==> src/rtl/mem_arb_pkg.sv <==
// Shared types and the round-robin selection helper for the memory read arbiter.
// Types are sized for the largest supported client count (8).
package mem_arb_pkg;

    localparam int MAX_REQ  = 8;
    localparam int MAX_ID_W = 3;

    typedef struct packed {
        logic                valid;
        logic [MAX_ID_W-1:0] id;
    } tag_t;

    typedef struct packed {
        logic                found;
        logic [MAX_ID_W-1:0] index;
    } pick_t;

    // First set bit of valid_vec scanning upward from last+1, wrapping at num.
    function automatic pick_t rr_pick(
        input logic [MAX_REQ-1:0]  valid_vec,
        input logic [MAX_ID_W-1:0] last,
        input logic [MAX_ID_W:0]   num
    );
        pick_t                 p;
        logic [MAX_ID_W:0]     idx;
        p = '0;
        for (int k = 1; k <= MAX_REQ; k++) begin
            idx = {1'b0, last} + (MAX_ID_W+1)'(k);
            if (idx >= num) begin
                idx = idx - num;
            end
            if (((MAX_ID_W+1)'(k) <= num) && !p.found && valid_vec[idx[MAX_ID_W-1:0]]) begin
                p.found = 1'b1;
                p.index = idx[MAX_ID_W-1:0];
            end
        end
        return p;
    endfunction

endpackage

==> src/rtl/mem_read_arbiter_rr_arbiter.sv <==
// Combinational round-robin picker: candidate selection, hold gating, next pointer.
// The candidate is exposed before gating so the caller can derive the hold.
module rr_arbiter
    import mem_arb_pkg::*;
#(
    parameter int NUM_REQ  = 2,
    parameter int ID_WIDTH = 1
) (
    input  logic [NUM_REQ-1:0]  i_req_valid,
    input  logic                i_hold,
    input  logic [ID_WIDTH-1:0] i_last,
    output logic                o_found,
    output logic [ID_WIDTH-1:0] o_cand,
    output logic [NUM_REQ-1:0]  o_grant,
    output logic [ID_WIDTH-1:0] o_next_last
);

    logic [MAX_REQ-1:0]  w_valid_pad;
    logic [MAX_ID_W-1:0] w_last_pad;
    pick_t               w_pick;
    logic                w_take;

    always_comb begin
        w_valid_pad = '0;
        w_valid_pad[NUM_REQ-1:0] = i_req_valid;
        w_last_pad = '0;
        w_last_pad[ID_WIDTH-1:0] = i_last;
    end

    assign w_pick  = rr_pick(w_valid_pad, w_last_pad, (MAX_ID_W+1)'(NUM_REQ));
    assign o_found = w_pick.found;
    assign o_cand  = w_pick.index[ID_WIDTH-1:0];
    assign w_take  = w_pick.found && !i_hold;

    genvar gi;
    generate
        for (gi = 0; gi < NUM_REQ; gi++) begin : g_grant
            assign o_grant[gi] = w_take && (w_pick.index == MAX_ID_W'(gi));
        end
    endgenerate

    // A held candidate keeps its priority: the pointer does not move.
    assign o_next_last = w_take ? o_cand : i_last;

endmodule

==> src/rtl/mem_read_arbiter.sv <==
// Round-robin sharing of one latency-memory read port among NUM_REQ clients,
// with same-cycle write collision hold and tag-based response routing.
module mem_read_arbiter
    import mem_arb_pkg::*;
#(
    parameter int NUM_REQ    = 2,
    parameter int DATA_WIDTH = 32,
    parameter int ADDR_WIDTH = 4,
    parameter int DATA_LAT   = 2,
    parameter int ID_WIDTH   = $clog2(NUM_REQ)
) (
    input  logic                          clk,
    input  logic                          rst,
    input  logic [NUM_REQ-1:0]            req_valid,
    input  logic [NUM_REQ*ADDR_WIDTH-1:0] req_addr,
    output logic [NUM_REQ-1:0]            req_ready,
    output logic [NUM_REQ-1:0]            resp_valid,
    output logic [DATA_WIDTH-1:0]         resp_data,
    output logic [ADDR_WIDTH-1:0]         mem_r_addr,
    output logic                          mem_r_avalid,
    input  logic                          mem_r_dvalid,
    input  logic [DATA_WIDTH-1:0]         mem_r_data,
    input  logic [ADDR_WIDTH-1:0]         mem_w_addr,
    input  logic                          mem_w_valid,
    output logic                          err_tag
);

    logic [ID_WIDTH-1:0]   r_last;
    tag_t                  r_tag [DATA_LAT];
    logic                  r_err;

    logic                  w_found;
    logic [ID_WIDTH-1:0]   w_cand;
    logic [NUM_REQ-1:0]    w_grant;
    logic [ID_WIDTH-1:0]   w_next_last;
    logic [ADDR_WIDTH-1:0] w_cand_addr;
    logic                  w_hazard;
    tag_t                  w_tag_in;
    tag_t                  w_tag_out;

    rr_arbiter #(
        .NUM_REQ  (NUM_REQ),
        .ID_WIDTH (ID_WIDTH)
    ) u_rr (
        .i_req_valid (req_valid),
        .i_hold      (w_hazard),
        .i_last      (r_last),
        .o_found     (w_found),
        .o_cand      (w_cand),
        .o_grant     (w_grant),
        .o_next_last (w_next_last)
    );

    always_comb begin
        w_cand_addr = '0;
        for (int i = 0; i < NUM_REQ; i++) begin
            if (w_cand == ID_WIDTH'(i)) begin
                w_cand_addr = req_addr[i*ADDR_WIDTH +: ADDR_WIDTH];
            end
        end
    end

    // The memory does not forward writes, so a same-address read must wait a cycle.
    assign w_hazard     = mem_w_valid && w_found && (mem_w_addr == w_cand_addr);
    assign req_ready    = rst ? '0 : w_grant;
    assign mem_r_avalid = |req_ready;
    assign mem_r_addr   = w_cand_addr;

    always_comb begin
        w_tag_in = '0;
        w_tag_in.valid = mem_r_avalid;
        w_tag_in.id[ID_WIDTH-1:0] = w_cand;
    end

    always_ff @(posedge clk) begin
        if (rst) begin
            r_last <= ID_WIDTH'(NUM_REQ - 1);
            r_err  <= 1'b0;
            for (int i = 0; i < DATA_LAT; i++) begin
                r_tag[i] <= '0;
            end
        end else begin
            r_last   <= w_next_last;
            r_tag[0] <= w_tag_in;
            for (int i = 1; i < DATA_LAT; i++) begin
                r_tag[i] <= r_tag[i-1];
            end
            if (mem_r_dvalid != r_tag[DATA_LAT-1].valid) begin
                r_err <= 1'b1;
            end
        end
    end

    assign w_tag_out = r_tag[DATA_LAT-1];

    genvar gi;
    generate
        for (gi = 0; gi < NUM_REQ; gi++) begin : g_resp
            assign resp_valid[gi] = !rst && mem_r_dvalid && w_tag_out.valid
                                    && (w_tag_out.id == MAX_ID_W'(gi));
        end
    endgenerate

    assign resp_data = mem_r_data;
    assign err_tag   = r_err;

endmodule

==> config.mk <==
export PLATFORM = sky130hd
export DESIGN_NAME = mem_read_arbiter
export DESIGN_NICKNAME = d
export VERILOG_FILES = /design/src/rtl/mem_arb_pkg.sv /design/src/rtl/mem_read_arbiter_rr_arbiter.sv /design/src/rtl/mem_read_arbiter.sv
export SDC_FILE = /design/constraint.sdc
export NUM_CORES = 1
export LEC_CHECK = 0
export ABC_AREA = 0
export CAP_MARGIN = 20
export CORE_AREA = 8 8 61 63
export CTS_CLUSTER_SIZE = 30
export DETAILED_ROUTE_END_ITERATION = 10
export DIE_AREA = 0 0 69 71
export PLACE_DENSITY = 0.78
export SETUP_SLACK_MARGIN = 0.5
export SLEW_MARGIN = 0
export SYNTH_ARGS = -nofsm -noshare
export SYNTH_HDL_FRONTEND = slang
export SYNTH_HIERARCHICAL = 1
export SYNTH_SLANG_ARGS = --single-unit
==> constraint.sdc <==
create_clock -name clk -period 3.5 [get_ports clk]
set_clock_uncertainty 0.2 [all_clocks]
set_input_delay 0.525 -clock clk [delete_from_list [all_inputs] [get_ports clk]]
set_output_delay 0.525 -clock clk [all_outputs]
set_load 0.02 [all_outputs]
# Word-level counts from Yosys, hierarchy flattened
# Memories as Yosys holds them, arrays and structs flattened.
# Cells that the tools add are included.
totals:
  register_bits: 2
  ramBits: 8
  input_bits: 50
  elab_cells: 48
  memories: 1
classes:
  addsub: 4
  n_lt_le_gt_ge: 4
  eq_ne: 4
  mux: 15
  bitwise: 2
  reduce_logical: 16
memory_table:
  columns: ["name", "words", "word_bits", "rd", "rd_ports_with_merged_regs", "wr", "line", "text"]
  rows:
  - ["r_tag", 2, 4, 2, 0, 2, "mem_read_arbiter.sv:29", "tag_t r_tag [DATA_LAT];"]
op_table:
  columns: ["op", "n"]
  rows:
  - ["$mux W4", 5]
  - ["$logic_and A1 B1 Y1", 10]
  - ["$ge A4 B2 Y1 const B", 2]
  - ["$lt A3 B4 Y1 const B", 2]
  - ["$bmux W1 S3", 2]
  - ["$eq A3 B1 Y1 const B", 2]
  - ["$logic_not A3 Y1", 2]
  - ["$mux W3", 2]
  - ["$sub A3 B2 Y3 const B", 2]
  - ["$mux W1", 5]
  - ["$eq A4 B4 Y1", 1]
  - ["$add A1 B2 Y3 const B", 1]
  - ["$logic_not A1 Y1", 3]
  - ["$add A1 B1 Y2 const B", 1]
  - ["$mux W2", 1]
  - ["$or A1 B1 Y1", 2]
  - ["$reduce_or A2 Y1", 1]
  - ["$ne A1 B1 Y1", 1]

# Depth between registers and ports, before layout
depth:
  word_depth: 18
  depth_mapped: 8

# Cells and area by module
# Netlist, hierarchy kept.
modules_own_cells:
  columns: ["module", "instances", "cells_each", "area_per_inst_um2", "seq_area_each_um2"]
  rows:
  - ["mem_read_arbiter", 1, 63, 560.5, 120.1]
  - ["rr_arbiter", 1, 8, 55.1, 0.0]

# Least setup slack after synthesis
# No wires, ideal clock.
synth_timing:
  path_type: "input-to-output"
  start: "in req_valid[1]"
  end: "out mem_r_avalid"
  arrival_ns: 2.480
  required_ns: 2.775
  slack_ns: 0.295
  stages: 8
  n_path_buf: 0
  cell_sequence: "a21boi_2 -> mux2_2 -> xor2_1 -> nor4_2 -> inv_1 -> and3_1 -> nor2b_1 -> or2_2"
synth_via:
  elab_chain_len: 14
  word_cells_on_any_way: 20
  classes_between: "eq/ne: 2; mux: 8; reduce/logical: 10"
synth_rtl:
  columns: ["element", "line", "text"]
  rows:
  - ["from (decl)", "mem_read_arbiter.sv:14", "input logic [NUM_REQ-1:0] req_valid,"]
  - ["$bmux W1 S3", "mem_arb_pkg.sv:32", "if (((MAX_ID_W+1)'(k) <= num) && !p.found && valid_vec[idx[MAX_ID_W-1:0]]) begin"]
  - ["$mux W1 (not written as such)", "mem_arb_pkg.sv:32", null]
  - ["$mux W4", "mem_arb_pkg.sv:32", null]
  - ["$logic_not A1 Y1", "mem_arb_pkg.sv:32", null]
  - ["$logic_and A1 B1 Y1", "mem_arb_pkg.sv:32", null]
  - ["$mux W4 *", "mem_arb_pkg.sv:32", null]
  - ["$mux W4 *", "mem_read_arbiter.sv:57", "if (w_cand == ID_WIDTH'(i)) begin"]
  - ["named net mem_r_addr[2]", "mem_read_arbiter.sv:19", "output logic [ADDR_WIDTH-1:0] mem_r_addr,"]
  - ["[2 not listed]", null, null]
  - ["named net w_hazard", "mem_read_arbiter.sv:37", "logic w_hazard;"]
  - ["$logic_not A1 Y1 *", "mem_read_arbiter_rr_arbiter.sv:33", "assign w_take = w_pick.found && !i_hold;"]
  - ["$logic_and A1 B1 Y1 *", "mem_read_arbiter_rr_arbiter.sv:33", null]
  - ["$logic_and A1 B1 Y1 *", "mem_read_arbiter_rr_arbiter.sv:38", "assign o_grant[gi] = w_take && (w_pick.index == MAX_ID_W'(gi));"]
  - ["named net w_grant[0]", "mem_read_arbiter.sv:34", "logic [NUM_REQ-1:0] w_grant;"]
  - ["$mux W2 *", "mem_read_arbiter.sv:65", "assign req_ready = rst ? '0 : w_grant;"]
  - ["named net req_ready[0]", "mem_read_arbiter.sv:16", "output logic [NUM_REQ-1:0] req_ready,"]
  - ["$reduce_or A2 Y1 *", "mem_read_arbiter.sv:66", "assign mem_r_avalid = |req_ready;"]
  - ["to (decl)", "mem_read_arbiter.sv:20", "output logic mem_r_avalid,"]
# Mark *: on every way through the listed nets, which the timed path passes. The rest lies on a longest branch. The select of a mux whose other input is x is not followed.

# Worst setup path after layout
layout_timing:
  start: "in req_valid[1]"
  end: "out mem_r_avalid"
layout_via:
  elab_chain_len: 14
  word_cells_on_any_way: 20
  classes_between: "eq/ne: 2; mux: 8; reduce/logical: 10"
layout_rtl:
  columns: ["element", "line", "text"]
  rows:
  - ["$bmux W1 S3", "mem_arb_pkg.sv:32", null]
  - ["$mux W1 (not written as such)", "mem_arb_pkg.sv:32", null]
  - ["$mux W4", "mem_arb_pkg.sv:32", null]
  - ["$logic_not A1 Y1", "mem_arb_pkg.sv:32", null]
  - ["$logic_and A1 B1 Y1", "mem_arb_pkg.sv:32", null]
  - ["$mux W4 *", "mem_arb_pkg.sv:32", null]
  - ["named net w_cand", "mem_read_arbiter.sv:33", "logic [ID_WIDTH-1:0] w_cand;"]
  - ["$mux W4 *", "mem_read_arbiter.sv:57", null]
  - ["$eq A4 B4 Y1 *", "mem_read_arbiter.sv:64", "assign w_hazard = mem_w_valid && w_found && (mem_w_addr == w_cand_addr);"]
  - ["$logic_and A1 B1 Y1 *", "mem_read_arbiter.sv:64", null]
  - ["named net w_hazard", "mem_read_arbiter.sv:37", null]
  - ["$logic_not A1 Y1 *", "mem_read_arbiter_rr_arbiter.sv:33", null]
  - ["$logic_and A1 B1 Y1 *", "mem_read_arbiter_rr_arbiter.sv:33", null]
  - ["$logic_and A1 B1 Y1 *", "mem_read_arbiter_rr_arbiter.sv:38", null]
  - ["named net w_grant[0]", "mem_read_arbiter.sv:34", null]
  - ["$mux W2 *", "mem_read_arbiter.sv:65", null]
  - ["$reduce_or A2 Y1 *", "mem_read_arbiter.sv:66", null]
# Marks and branches as above.

==> results.toml <==
[yosys]
synth_cell_types = 22
synth_seq_cells = 6
yosys.area.top_type = "buf_4"
netlist_area_um2 = 616
syn_inst = 71
synth_top_area_share = 0.390
syn-num-nets = 121
yosysWarnings = 6
ys_seq_area_frac = 0.195
syn_avg_cell_area_um2 = 8.67
yosys-top-cells-area = "buf_4 (39%), dfxtp_1 (20%), mux2_4 (7.3%)"

[global_routing]
grt.overflow.total = 0
grtUsageMet1 = 0.0425
use_met2 = 0.0953
gr-usage-met3 = 0.0559
grt-busiest-layer = "met2"
grtUsageTotal = 0.0581
grt_max_degree = 10
grt_pass1_wl_mm = 2.38
grt_antenna_before_repair = 0
grt_pass1_vias = 546

[place]
dp_hpwl_mm = 1.24
io_buffer_count = 27
placed_cell_area_um2 = 756
place_worst_setup_slack_ns = -0.539
gp_congestion = 0.650

[cts]
root_buffer = "clkbuf_4"
clk_latency_ns = 0.24
path_clk_slew_ns = 0.04
clock_path_buffers = 2
ctsHtreeMaxLevel = 1
numCtsBuffers = 3
cts_hold_buf = 0
cts_tree = "yes"
cts_num_sinks = 6

[timing]
worstMarginPinSlew_ns = 0.393
period_needed_ns = 3.16
rsz0062_at_grt = "true"
setup_slack_ns = 0.337
clock.fmax_mhz = 316
finalHoldViolCount = 0
setup_viol_count_final = 0
setup_tns_ns = 0
relSlewSlack = 0.737
period_share = 0.904
maxSlewViolCount = 0

[floorplan]
die_area_mm2 = 0.00490
initial_core_util = 0.216
die_w_um = 69
core-area_mm2 = 0.00285
ios = 92
die_h_um = 71
rows = 20

[route]
vias_per_cell = 4.07
drc = 0
via_count = 452
drt_first_iter_violations = 8
routedWlPerCell_um = 13.5
antenna_left = 0
drt-pass1-iter-count = 6
drt_wl_total_mm = 1.50

[setup_path]
cp-start-kind = "input pin"
critical_path_arrival_ns = 2.44
required_ns = 2.77
crit_buf_inv = 4
crit_family = "simple AND/OR/NAND/NOR gates"
slowest_stage = "mux2_4"
cp_max_fo = 3
cpPeakStageDelay_ns = 0.31
critical_path_class = "in2out"
cp-end-kind = "primary output"
cp_cell_sequence = "buf_6, a21boi_4, buf_4, mux2_4, mux2_4, nor4_4, inv_1, and3_1, nor2b_4, or2_4, buf_6"

[final_layout]
multi_input_area_um2 = 295
postLayoutCoreUtil = 0.291
design_area_um2 = 830
layout-drive-gt1-share = 0.410
regArea_um2 = 121
fin_nets = 130
area_growth_pct = 34.8
diodes = 0
fill_cells = 330

[job]
maxCapViolations = 0

[power_and_ir_drop]
leakagePower_nw = 0.350
ir_worst_vdd_mv = 0.143
powerDensity_mw_per_mm2 = 284

[min_path]
hp-class = "reg2reg"

[outcome]
outcome = "complete, no violations"
==> final cells by class <==
| cell class | count | area share |
|---|---|---|
| inverter | 1 | 0.00452 |
| clock buffer | 3 | 0.0271 |
| tap | 33 | 0.0498 |
| multi-input combinational | 32 | 0.356 |
| sequential | 6 | 0.146 |
| timing repair buffer | 36 | 0.416 |
==> per-layer routing <==
| metal | vias up | wire, µm |
|---|---|---|
| met5 | - | 0 |
| met4 | 0 | 0 |
| met3 | 0 | 294 |
| met2 | 49 | 748 |
| met1 | 194 | 456 |
| li1 | 209 | - |
==> placed cells by master (no fill, tap or decap), drive strengths merged, types with 2 or more instances in the layout <==
| cell type | instances |
|---|---|
| mux2 | 5 |
| buf | 14 |
| clkdlybuf4s50 | 20 |
| nand2b | 2 |
| xor2 | 3 |
| nor2b | 5 |
| dfxtp | 6 |
| clkbuf | 3 |
| or2 | 5 |
| dlygate4sd2 | 2 |
==> cells in the mapped netlist, drive strengths merged <==
library cell / instances
buf: 32
dfxtp: 6
mux2: 5
nor2b: 5
or2: 5
xor2: 3
nand2b: 2
a21boi: 1
a21oi: 1
and2: 1
and3: 1
inv: 1
nand2: 1
nand3: 1
nand3b: 1
nor2: 1
nor3: 1
nor3b: 1
nor4: 1
o2bb2ai: 1
==> flip-flops by register name, indices dropped and copies added (netlist names) <==
name / cells
err_tag: 1
r_last: 1
r_tag: 4
==> repair_timing <==
item,4_1_cts,5_1_grt
gates resized for setup,31,3
endpoints found under the setup margin,4,3
setup buffers,3,1
pin swaps,4,2
==> worst paths after layout <==
kind             endpoint  slack, ns  cells after the start    startpoint
max          mem_r_avalid       0.34                     11  req_valid[1]
min           r_tag[0][4]       0.23                      1   r_tag[0][0]
max reg2reg   r_tag[0][3]       0.99                     10        r_last
min reg2reg   r_tag[0][4]       0.23                      1   r_tag[0][0]
==> stage by stage <==
stage | cells | hold slack [ns] | total power, mW
floorplan | 71 | 0.214 | 0.175
global placement | 104 | 0.218 | 0.166
detailed placement | 104 | 0.223 | 0.168
CTS | 110 | 0.234 | 0.238
global route | 111 | 0.257 | 0.250
finish | 111 | 0.230 | 0.235
==> report_power, final <==
part | leakage [nW] | switching, mW | internal, mW
clock network | 0.0138 | 0.0225 | 0.0386
logic | 0.286 | 0.0377 | 0.0599
registers | 0.0496 | 0.00256 | 0.0739
total | 0.350 | 0.0628 | 0.172
==> logic make-up after synthesis <==
family                    count (synthesis)  share of synthesized area
muxes                                     5                      0.110
and+or+nand+nor                          21                      0.215
buffers and inverters                    33                      0.396
AOI/OAI and AO/OA                         3                     0.0406
xor gates and xnor gates                  3                     0.0427
DFF                                       6                      0.195
Power figures use the tool's default switching activity.
